[config.mk]
export PLATFORM = sky130hd
export DESIGN_NAME = tv_window_capture
export DESIGN_NICKNAME = d
export VERILOG_FILES = /design/src/rtl/tv_window_capture.sv
export SDC_FILE = /design/constraint.sdc
export NUM_CORES = 1
export LEC_CHECK = 0
export BUFFER_PORTS_ARGS = -buffer_cell sky130_fd_sc_hd__buf_2
export CORE_MARGIN = 4
export CORE_UTILIZATION = 50
export CTS_CLUSTER_SIZE = 14
export DETAILED_ROUTE_END_ITERATION = 16
export PLACE_DENSITY = 0.74
export SLEW_MARGIN = 5
export SYNTH_ARGS = -nofsm -noshare
export SYNTH_HDL_FRONTEND = slang
export SYNTH_SLANG_ARGS = --single-unit
[constraint.sdc]
create_clock -name clk -period 9.9 [get_ports clk]
set_input_delay 1.98 -clock clk [delete_from_list [all_inputs] [get_ports clk]]
set_output_delay 1.98 -clock clk [all_outputs]
set_load 0.01 [all_outputs]
[src/rtl/tv_window_capture.sv]
// tv_window_capture
// Cuts a run-time window out of a decoded TV pixel stream and hands it to the
// frame-buffer writer as a qualified pixel stream with a linear address.
// Supports single-field capture (field 0 or 1), two-field weave, and optional
// 2:1 horizontal decimation. Window configuration is sampled once per frame.
//
// Ports
//   clk, reset        pixel clock, synchronous active-high reset
//   cap_en            capture enable (level)
//   cfg_x0, cfg_y0    first captured tv_x / tv_y (1-based)
//   cfg_w, cfg_h      output pixels per line, lines per field
//   cfg_mode          0 field0, 1 field1, 2 weave, 3 same as 0
//   cfg_hdec          keep every second pixel of the input span
//   tv_field, tv_x, tv_y, tv_dval, data_in   decoder pixel stream
//   data_out, addr_lin, dval                  captured pixel, 1 clk latency
//   sof, eof          first / last pixel of a frame
//   short_err         field ended before the window completed
//   busy              not idle
//   frame_cnt         completed frames, wrapping
//
// state | meaning
// IDLE  | capture disabled
// ARM   | waiting for the start field's first pixel, config latched there
// CAP   | capturing the current field through the window
// WAIT1 | weave: field 0 done, waiting for field 1
module tv_window_capture #(
  parameter int DATA_W = 16,
  parameter int ADDR_W = 21,
  parameter int XY_W   = 10,
  parameter int FCNT_W = 8
) (
  input  logic              clk,
  input  logic              reset,
  input  logic              cap_en,
  input  logic [XY_W-1:0]   cfg_x0,
  input  logic [XY_W-1:0]   cfg_y0,
  input  logic [XY_W-1:0]   cfg_w,
  input  logic [XY_W-1:0]   cfg_h,
  input  logic [1:0]        cfg_mode,
  input  logic              cfg_hdec,
  input  logic              tv_field,
  input  logic [XY_W-1:0]   tv_x,
  input  logic [XY_W-1:0]   tv_y,
  input  logic              tv_dval,
  input  logic [DATA_W-1:0] data_in,
  output logic [DATA_W-1:0] data_out,
  output logic [ADDR_W-1:0] addr_lin,
  output logic              dval,
  output logic              sof,
  output logic              eof,
  output logic              short_err,
  output logic              busy,
  output logic [FCNT_W-1:0] frame_cnt
);

  // two spare bits so window ends (x0 + 2*w) never overflow
  localparam int XW = XY_W + 2;

  typedef enum logic [1:0] {S_IDLE, S_ARM, S_CAP, S_WAIT1} state_t;

  state_t state, state_dec, state_nxt;

  logic [XY_W-1:0]   x0_r, y0_r, w_r, h_r;
  logic [1:0]        mode_r;
  logic              hdec_r, field_r, started_r;
  logic [ADDR_W-1:0] line_base_r;
  logic [XY_W-1:0]   px_cnt_r;

  logic       latch, enter, active, field_new, short_n;
  logic [1:0] live_mode;
  logic       live_start_f, fs, start_live, short_hit;

  assign live_mode    = (cfg_mode == 2'd3) ? 2'd0 : cfg_mode;
  assign live_start_f = (live_mode == 2'd1);
  assign fs           = tv_dval && (tv_x == XY_W'(1)) && (tv_y == XY_W'(1));
  assign start_live   = cap_en && fs && (tv_field == live_start_f);
  // a line number falling below y0 only means a new field once the window has begun
  assign short_hit    = fs || (started_r && tv_dval && (tv_y < y0_r));

  always_comb begin
    state_dec = state;
    latch     = 1'b0;
    enter     = 1'b0;
    active    = 1'b0;
    field_new = field_r;
    short_n   = 1'b0;
    case (state)
      S_IDLE: if (cap_en) state_dec = S_ARM;
      S_ARM: begin
        if (!cap_en) state_dec = S_IDLE;
        else if (start_live) begin
          latch     = 1'b1;
          enter     = 1'b1;
          field_new = live_start_f;
          state_dec = S_CAP;
        end
      end
      S_CAP: begin
        if (short_hit) begin
          short_n = 1'b1;
          // the interrupting field start may itself begin a new frame
          if (start_live) begin
            latch     = 1'b1;
            enter     = 1'b1;
            field_new = live_start_f;
            state_dec = S_CAP;
          end else begin
            state_dec = cap_en ? S_ARM : S_IDLE;
          end
        end else begin
          active = 1'b1;
        end
      end
      S_WAIT1: begin
        if (!cap_en) state_dec = S_IDLE;
        else if (fs) begin
          // field 0 here restarts the weave frame with the same config
          enter     = 1'b1;
          field_new = tv_field;
          state_dec = S_CAP;
        end
      end
      default: state_dec = S_IDLE;
    endcase
  end

  // Window config in force this cycle: live ports on the latch cycle, else the latched copy.
  logic [XY_W-1:0] e_x0, e_y0, e_w, e_h;
  logic [1:0]      e_mode;
  logic            e_hdec, e_field;

  assign e_x0    = latch ? cfg_x0    : x0_r;
  assign e_y0    = latch ? cfg_y0    : y0_r;
  assign e_w     = latch ? cfg_w     : w_r;
  assign e_h     = latch ? cfg_h     : h_r;
  assign e_mode  = latch ? live_mode : mode_r;
  assign e_hdec  = latch ? cfg_hdec  : hdec_r;
  assign e_field = field_new;

  logic [XW-1:0] xs, ys, x0e, y0e, span, last_x, last_y;
  logic          in_x, in_y, dec_ok, q, line_first, first_line, last, weave, frame_end, first_px;

  assign xs     = XW'(tv_x);
  assign ys     = XW'(tv_y);
  assign x0e    = XW'(e_x0);
  assign y0e    = XW'(e_y0);
  assign span   = XW'(e_w) << e_hdec;
  assign last_x = x0e + (XW'(e_w - XY_W'(1)) << e_hdec);
  assign last_y = y0e + XW'(e_h) - XW'(1);

  assign in_x       = (xs >= x0e) && (xs < x0e + span);
  assign in_y       = (ys >= y0e) && (ys < y0e + XW'(e_h));
  assign dec_ok     = !e_hdec || (tv_x[0] == e_x0[0]);
  assign q          = (active || enter) && tv_dval && (tv_field == e_field) && in_x && in_y && dec_ok;
  assign line_first = (tv_x == e_x0);
  assign first_line = (tv_y == e_y0);
  assign last       = q && (xs == last_x) && (ys == last_y);
  assign weave      = (e_mode == 2'd2);
  assign frame_end  = last && !(weave && !e_field);
  assign first_px   = q && line_first && first_line && (e_field == (e_mode == 2'd1));

  assign state_nxt = !last ? state_dec :
                     (weave && !e_field) ? S_WAIT1 :
                     (cap_en ? S_ARM : S_IDLE);

  // line_base steps by one stride per line (two lines' worth in weave) instead of multiplying.
  logic [ADDR_W-1:0] stride, addr_calc;

  assign stride = weave ? (ADDR_W'(e_w) << 1) : ADDR_W'(e_w);

  always_comb begin
    addr_calc = line_base_r + ADDR_W'(px_cnt_r);
    if (line_first) begin
      if (first_line) addr_calc = (weave && e_field) ? ADDR_W'(e_w) : '0;
      else            addr_calc = line_base_r + stride;
    end
  end

  always_ff @(posedge clk) begin
    if (reset) begin
      state       <= S_IDLE;
      x0_r        <= '0;
      y0_r        <= '0;
      w_r         <= '0;
      h_r         <= '0;
      mode_r      <= '0;
      hdec_r      <= 1'b0;
      field_r     <= 1'b0;
      started_r   <= 1'b0;
      line_base_r <= '0;
      px_cnt_r    <= '0;
      data_out    <= '0;
      addr_lin    <= '0;
      dval        <= 1'b0;
      sof         <= 1'b0;
      eof         <= 1'b0;
      short_err   <= 1'b0;
      frame_cnt   <= '0;
    end else begin
      state <= state_nxt;
      if (latch) begin
        x0_r   <= cfg_x0;
        y0_r   <= cfg_y0;
        w_r    <= cfg_w;
        h_r    <= cfg_h;
        mode_r <= live_mode;
        hdec_r <= cfg_hdec;
      end
      if (enter) begin
        field_r   <= field_new;
        started_r <= q;
      end else if (q) begin
        started_r <= 1'b1;
      end
      if (q) begin
        if (line_first) line_base_r <= addr_calc;
        px_cnt_r <= line_first ? XY_W'(1) : px_cnt_r + XY_W'(1);
        data_out <= data_in;
        addr_lin <= addr_calc;
      end
      dval      <= q;
      sof       <= first_px;
      eof       <= frame_end;
      short_err <= short_n;
      if (frame_end) frame_cnt <= frame_cnt + FCNT_W'(1);
    end
  end

  assign busy = (state != S_IDLE);

endmodule

* After elaboration in Yosys (flattened, before gate mapping) *
Index checks and enable logic that the tools add are counted.

storage, ports and cells
  bits in registers = 127

operators by class
  $add $sub $neg = 9
  $lt $le $gt $ge = 5
  eq/ne operators = 21
  shift-type cells = 2
  muxes and demuxes = 41
  bitwise operators = 1
  reduce and logical (&&, ||, !) cells = 33

operators with widths
  cell                     count
  $mux W10                 6
  $mux W21                 2
  $add A10 B12 Y12         2
  $eq A10 B12 Y1           2
  $mux W2                  11
  $add A21 B10 Y21         1
  $add A21 B11 Y21         1
  $logic_and A1 B1 Y1      21
  $eq A10 B1 Y1 const B    2
  $eq A10 B10 Y1           2
  $ge A10 B10 Y1           2
  $mux W1                  17
  $lt A10 B12 Y1           1
  $shl A10 B1 Y12          1
  $shl A12 B1 Y12          1
  $sub A12 B1 Y12 const B  1
  $add A10 B10 Y11         1
  $lt A10 B11 Y1           1
  $mux W11                 1
  $sub A10 B1 Y11 const B  1
  $add A10 B1 Y10 const B  1
  $lt A10 B10 Y1           1
  $add A8 B1 Y8 const B    1
  $eq A2 B2 Y1 const B     4
  15 further kinds         28

* Logic depth before layout (Yosys ltp) *
  depth after elaboration = 20
  mapped depth = 31
  depth with buffers taken out = 26

* Worst setup path after synthesis *
OpenSTA, ideal clock, no wires.

  kind = input to register
  from = input tv_y[9]
  to = register frame_cnt[3]
  library setup time = 123 ps
  data arrival time = 8270 ps
  required time = 9777 ps
  setup slack = 1507 ps
  stages = 25
  buffers on the path = 3
  path through = nor4bb_1 > and4_2 > nand2_1 > nor2_1 > clkbuf_1 > clkbuf_1 > nor2_1 > a21oi_1 > inv_1 > ha_1 > a211oi_1 > nor2_1 > xor2_1 > inv_1 > ha_1 > a2111oi_0 > a21oi_1 > o31a_1 > a2bb2oi_1 > nor4_2 > o211ai_2 > or3_1 > buf_2 > nor4_1 > mux2_1

RTL lines
  item                                                     line  source
  start, declared                                          43    input logic [XY_W-1:0] tv_y,
  branches (longest 6 deep; another with $lt A10 B10 Y1)   --
  $pmux W1 S2 *                                            87    case (state)
  $mux W10 *                                               --
  named net e_y0[1]                                        128   logic [XY_W-1:0] e_x0, e_y0, e_w, e_h;
  branches (longest 6 deep; another with $sub A12 B1 Y12)  --
  $logic_and A1 B1 Y1 *                                    157   assign last = q && (xs == last_x) && (ys == last_y);
  $logic_and A1 B1 Y1 *                                    159   assign frame_end = last && !(weave && !e_field);
  end signal, assigned                                     225   if (frame_end) frame_cnt <= frame_cnt + FCNT_W'(1);
  end, declared                                            53    output logic [FCNT_W-1:0] frame_cnt

Mark *: on every way through the listed nets, which the timed path passes.
A chain may end at the register's enable or synchronous reset.

* Worst setup path after layout *
  from = input tv_y[9]
  to = register frame_cnt[2]

The elaborated chain is that of the path after synthesis.

==> flow_summary_export.csv <==
group,metric,value,unit
finish,final_core_util,58.8,%
worst_setup_path,path_common_cell,"nand2_1",
min_path,holdPathStages,2,
yosys,ys_async_sr_fraction,0,%
timing,slew_viol_final,0,
min_path,min_to,"addr_lin[13]$_SDFFE_PP0P_",
finish,final_common_cell,"nand2_1",
finish,drive_gt1_share,15.3,%
worst_setup_path,cp_max_fo,18,
die,die_x,152,µm
die,design.core.area,20400,µm²
yosys,netlist_area,10400,µm²
timing,tns,0,ps
yosys,netlist_top_cells_area,"dfxtp_1 24%, ha_1 13%, mux2i_1 6.1%",
clock_tree,path_clk_slew,60,ps
timing,slew_headroom,44.1,%
yosys,yosys_warnings,0,
yosys,synth_fa_ha_area_share,14.2,%
worst_setup_path,cp-start-kind,"input pin",
worst_setup_path,critPathKind,"in2reg",
worst_setup_path,critPathSlowestCell,"or3_1",
power_and_ir_drop,clock_power_share,50.3,%
global_route,grt_pass1_wl,49.1,mm
finish,syn2layout_area_growth,15.0,%
yosys,synth_top_cell_by_area,"dfxtp_1",
drt,via_count,10300,
drt,first_iter_violations,894,
timing,rsz0062_at_grt,"no",
yosys,seq_area_frac_synth,24.4,%
global_route,grt_max_degree,68,
worst_setup_path,critPathRequiredTime,10210,ps
clock_tree,post_cts_buffers,0,
worst_setup_path,cp-end-kind,"flop",
min_path,min_path_type,"reg2reg",
drt,wl,30.3,mm
yosys,synth_compound_area_share,20.9,%
status,status,"finished, final reports clean",
clock_tree,cts_root_buf,"clkbuf_16",
yosys,syn_area_per_cell,7.92,µm²
clock_tree,clockBufferDepth,2,
power_and_ir_drop,p_per_area,104,nW/µm²
yosys,synth-xor-area-share,6.22,%
timing,max_slew.worst_pin.slew,828,ps
timing,hold_violations,0,
die,die_area,23200,µm²
die,core.rowCount,52,
timing,clock.fmax,116,MHz
worst_setup_path,max_stage_delay,600,ps
power_and_ir_drop,power_frac_comb,8.5,%
drt,via_per_inst,5.95,
global_route,grt_pass1_vias,9575,
placed_design,port_buffers,133,
worst_setup_path,reg2reg_setup_slack,2740,ps
clock_tree,cts_tree,"built",
yosys,ys_types,90,
timing,skew,10.1,ps
power_and_ir_drop,p_int,911,µW
clock_tree,cts_hold_buf,0,
placed_design,hpwlAfterDp,23.6,mm
yosys,synth_seq_cells,127,
global_route,grt_use_total,25.3,%
worst_setup_path,regToRegEndpoint,"frame_cnt[2]$_SDFFE_PP0P_",
yosys,synth_flop_cell,"dfxtp_1",
yosys,synth_top_family_by_area,"simple AND/OR/NAND/NOR gates",
yosys,synth_edf_count,0,
drt,dr.pass1.iters,5,
timing,period_minus_slack,8610,ps
clock_tree,cts.repair.resized,0,
placed_design,gp_congestion,0.965,
yosys,syn_nets,1514,
power_and_ir_drop,p_sw_share,26.8,%
die,io_pins,134,
yosys,synth.area.mux_share,6.81,%
power_and_ir_drop,ir_drop,0.000150,V
min_path,hold_path_startpoint,"addr_lin[13]$_SDFFE_PP0P_",
drt,wl_per_cell,17.6,µm
drt,ant_nets,0,
yosys,syn_inst,1315,
worst_setup_path,arrival,8920,ps
timing,period_share,87.0,%
clock_tree,htreeDepth,4,
drt,drc,0,
worst_setup_path,cp_top_family,"simple AND/OR/NAND/NOR gates",
die,initial_core_util,51.1,%
finish,layout_common_cells,"133 x nand2_1, 132 x buf_2, 127 x dfxtp_1, 124 x nor2_1, 110 x ha_1",
clock_tree,clk_latency,430,ps
yosys,synthDominantCellAreaShare,24.4,%
run,maxCapViolCount,0,
finish,nNetsFinal,1639,
yosys,synth-simple-area-share,23.2,%
clock_tree,clock_sinks,127,
timing,finalSetupViolations,0,
worst_setup_path,r2r_cells,25,
worst_setup_path,critPathBufInv,4,
clock_tree,cts_made_buffers,17,
power_and_ir_drop,p_sw,334,µW
worst_setup_path,timing.rr.start,"state[1]$_SDFFE_PP0P_",
die,die_y,152,µm
power_and_ir_drop,p_leak,5.42,nW
global_route,antenna_found_initial,1,
power_and_ir_drop,seqPwrFrac,41.1,%
global_route,grt-ovfl-total,0,
how the worst max path moves through the flow:
| stage | startpoint | end | slack, ps | cells past startpoint |
|---|---|---|---|---|
| floorplan | tv_y[9] | frame_cnt[3]$_SDFFE_PP0P_ | 1510 | 25 |
| global placement | tv_y[9] | frame_cnt[4]$_SDFFE_PP0P_ | 1330 | 23 |
| detailed placement | tv_y[9] | frame_cnt[2]$_SDFFE_PP0P_ | 1120 | 25 |
| CTS | tv_y[9] | frame_cnt[2]$_SDFFE_PP0P_ | 1500 | 25 |
| global route | tv_y[9] | frame_cnt[7]$_SDFFE_PP0P_ | 680 | 25 |
| finish | tv_y[9] | frame_cnt[2]$_SDFFE_PP0P_ | 1290 | 25 |
tightest hold or removal path: stages, from the launching register on:
cell     delay (ps)
dfxtp_1         320
nand2_1          40
o21ai_0          50
through the flow:
stage                     setup slack (ps)  hold slack (ps)  instance area, µm²  cells  power, mW
after floorplan                       1510              440               10400   1315      0.582
after global placement                1330              434               11400   1691      0.626
after detailed placement              1120              443               11400   1691      0.627
after CTS                             1500              458               12000   1723       1.25
after global routing                   680              473               12000   1724       1.29
final                                 1290              448               12000   1725       1.25
routing by layer:
metal  routed length (µm)  up-vias  share of wire [%]  track usage (%)
met5                    0        -                  0                0
met1                14100     4750                 46             35.4
met3                 2220       57                7.3             4.60
met4                  632        0                2.1             7.28
li1                     -     5039                  -                -
met2                13400      416                 44             40.1
state kept, by name, summed over array words and instances (netlist names):
register	flops
px_cnt_r	10
x0_r	10
eof	1
state	2
started_r	1
addr_lin	21
frame_cnt	8
sof	1
y0_r	10
w_r	10
line_base_r	21
data_out	16
mode_r	2
hdec_r	1
field_r	1
dval	1
short_err	1
h_r	10
cell families (layout without fill, tap and decap cells):
group,Yosys count,after routing
AOI/OAI and AO/OA,335,335
xor gates and xnor gates,74,74
adders and majority gates,115,115
buffers and inverters,116,254
DFF,127,127
muxes,70,70
other,0,2
and+or+nand+nor,478,478
power groups by stage:
stage	clock [mW]	combinational [mW]	sequential, mW
6_report	0.627	0.106	0.512
3_3_place_gp	0	0.102	0.524
5_1_grt	0.657	0.117	0.512
4_1_cts	0.634	0.104	0.512
2_1_floorplan	0	0.0578	0.524
3_5_place_dp	0	0.103	0.524
cell usage after synthesis, types with 5 or more instances:
master     number
a2111oi_0       6
a211o_1         5
a211oi_1       17
a21o_1         18
a21oi_1       103
a22o_1          6
a31oi_1        11
and2_1         12
and3_1          8
buf_2           7
clkbuf_1       33
dfxtp_1       127
fa_1            5
ha_1          110
inv_1          70
mux2_1          6
mux2i_1        63
nand2_1       133
nand2b_1        9
nand3_1        26
nand3b_1        8
nand4_1        13
nor2_1        125
nor2b_1        18
nor3_1         37
nor4_1         19
o211ai_1        8
o21a_1         10
o21ai_0        76
o31a_1          5
o31ai_1        12
or2_2          10
or3_1          18
or4_1           7
xnor2_1        43
xor2_1         31
area by class of cell:
class	count	area, µm²
clock inverter	13	131
multi-input combinational	1072	7450
sequential	127	2540
timing repair buffer	151	803
clock buffer	19	443
antenna	2	5.00
fill	1849	8390
tap	270	338
inverter	71	268
No activity file was read; power rests on OpenSTA's default activity.
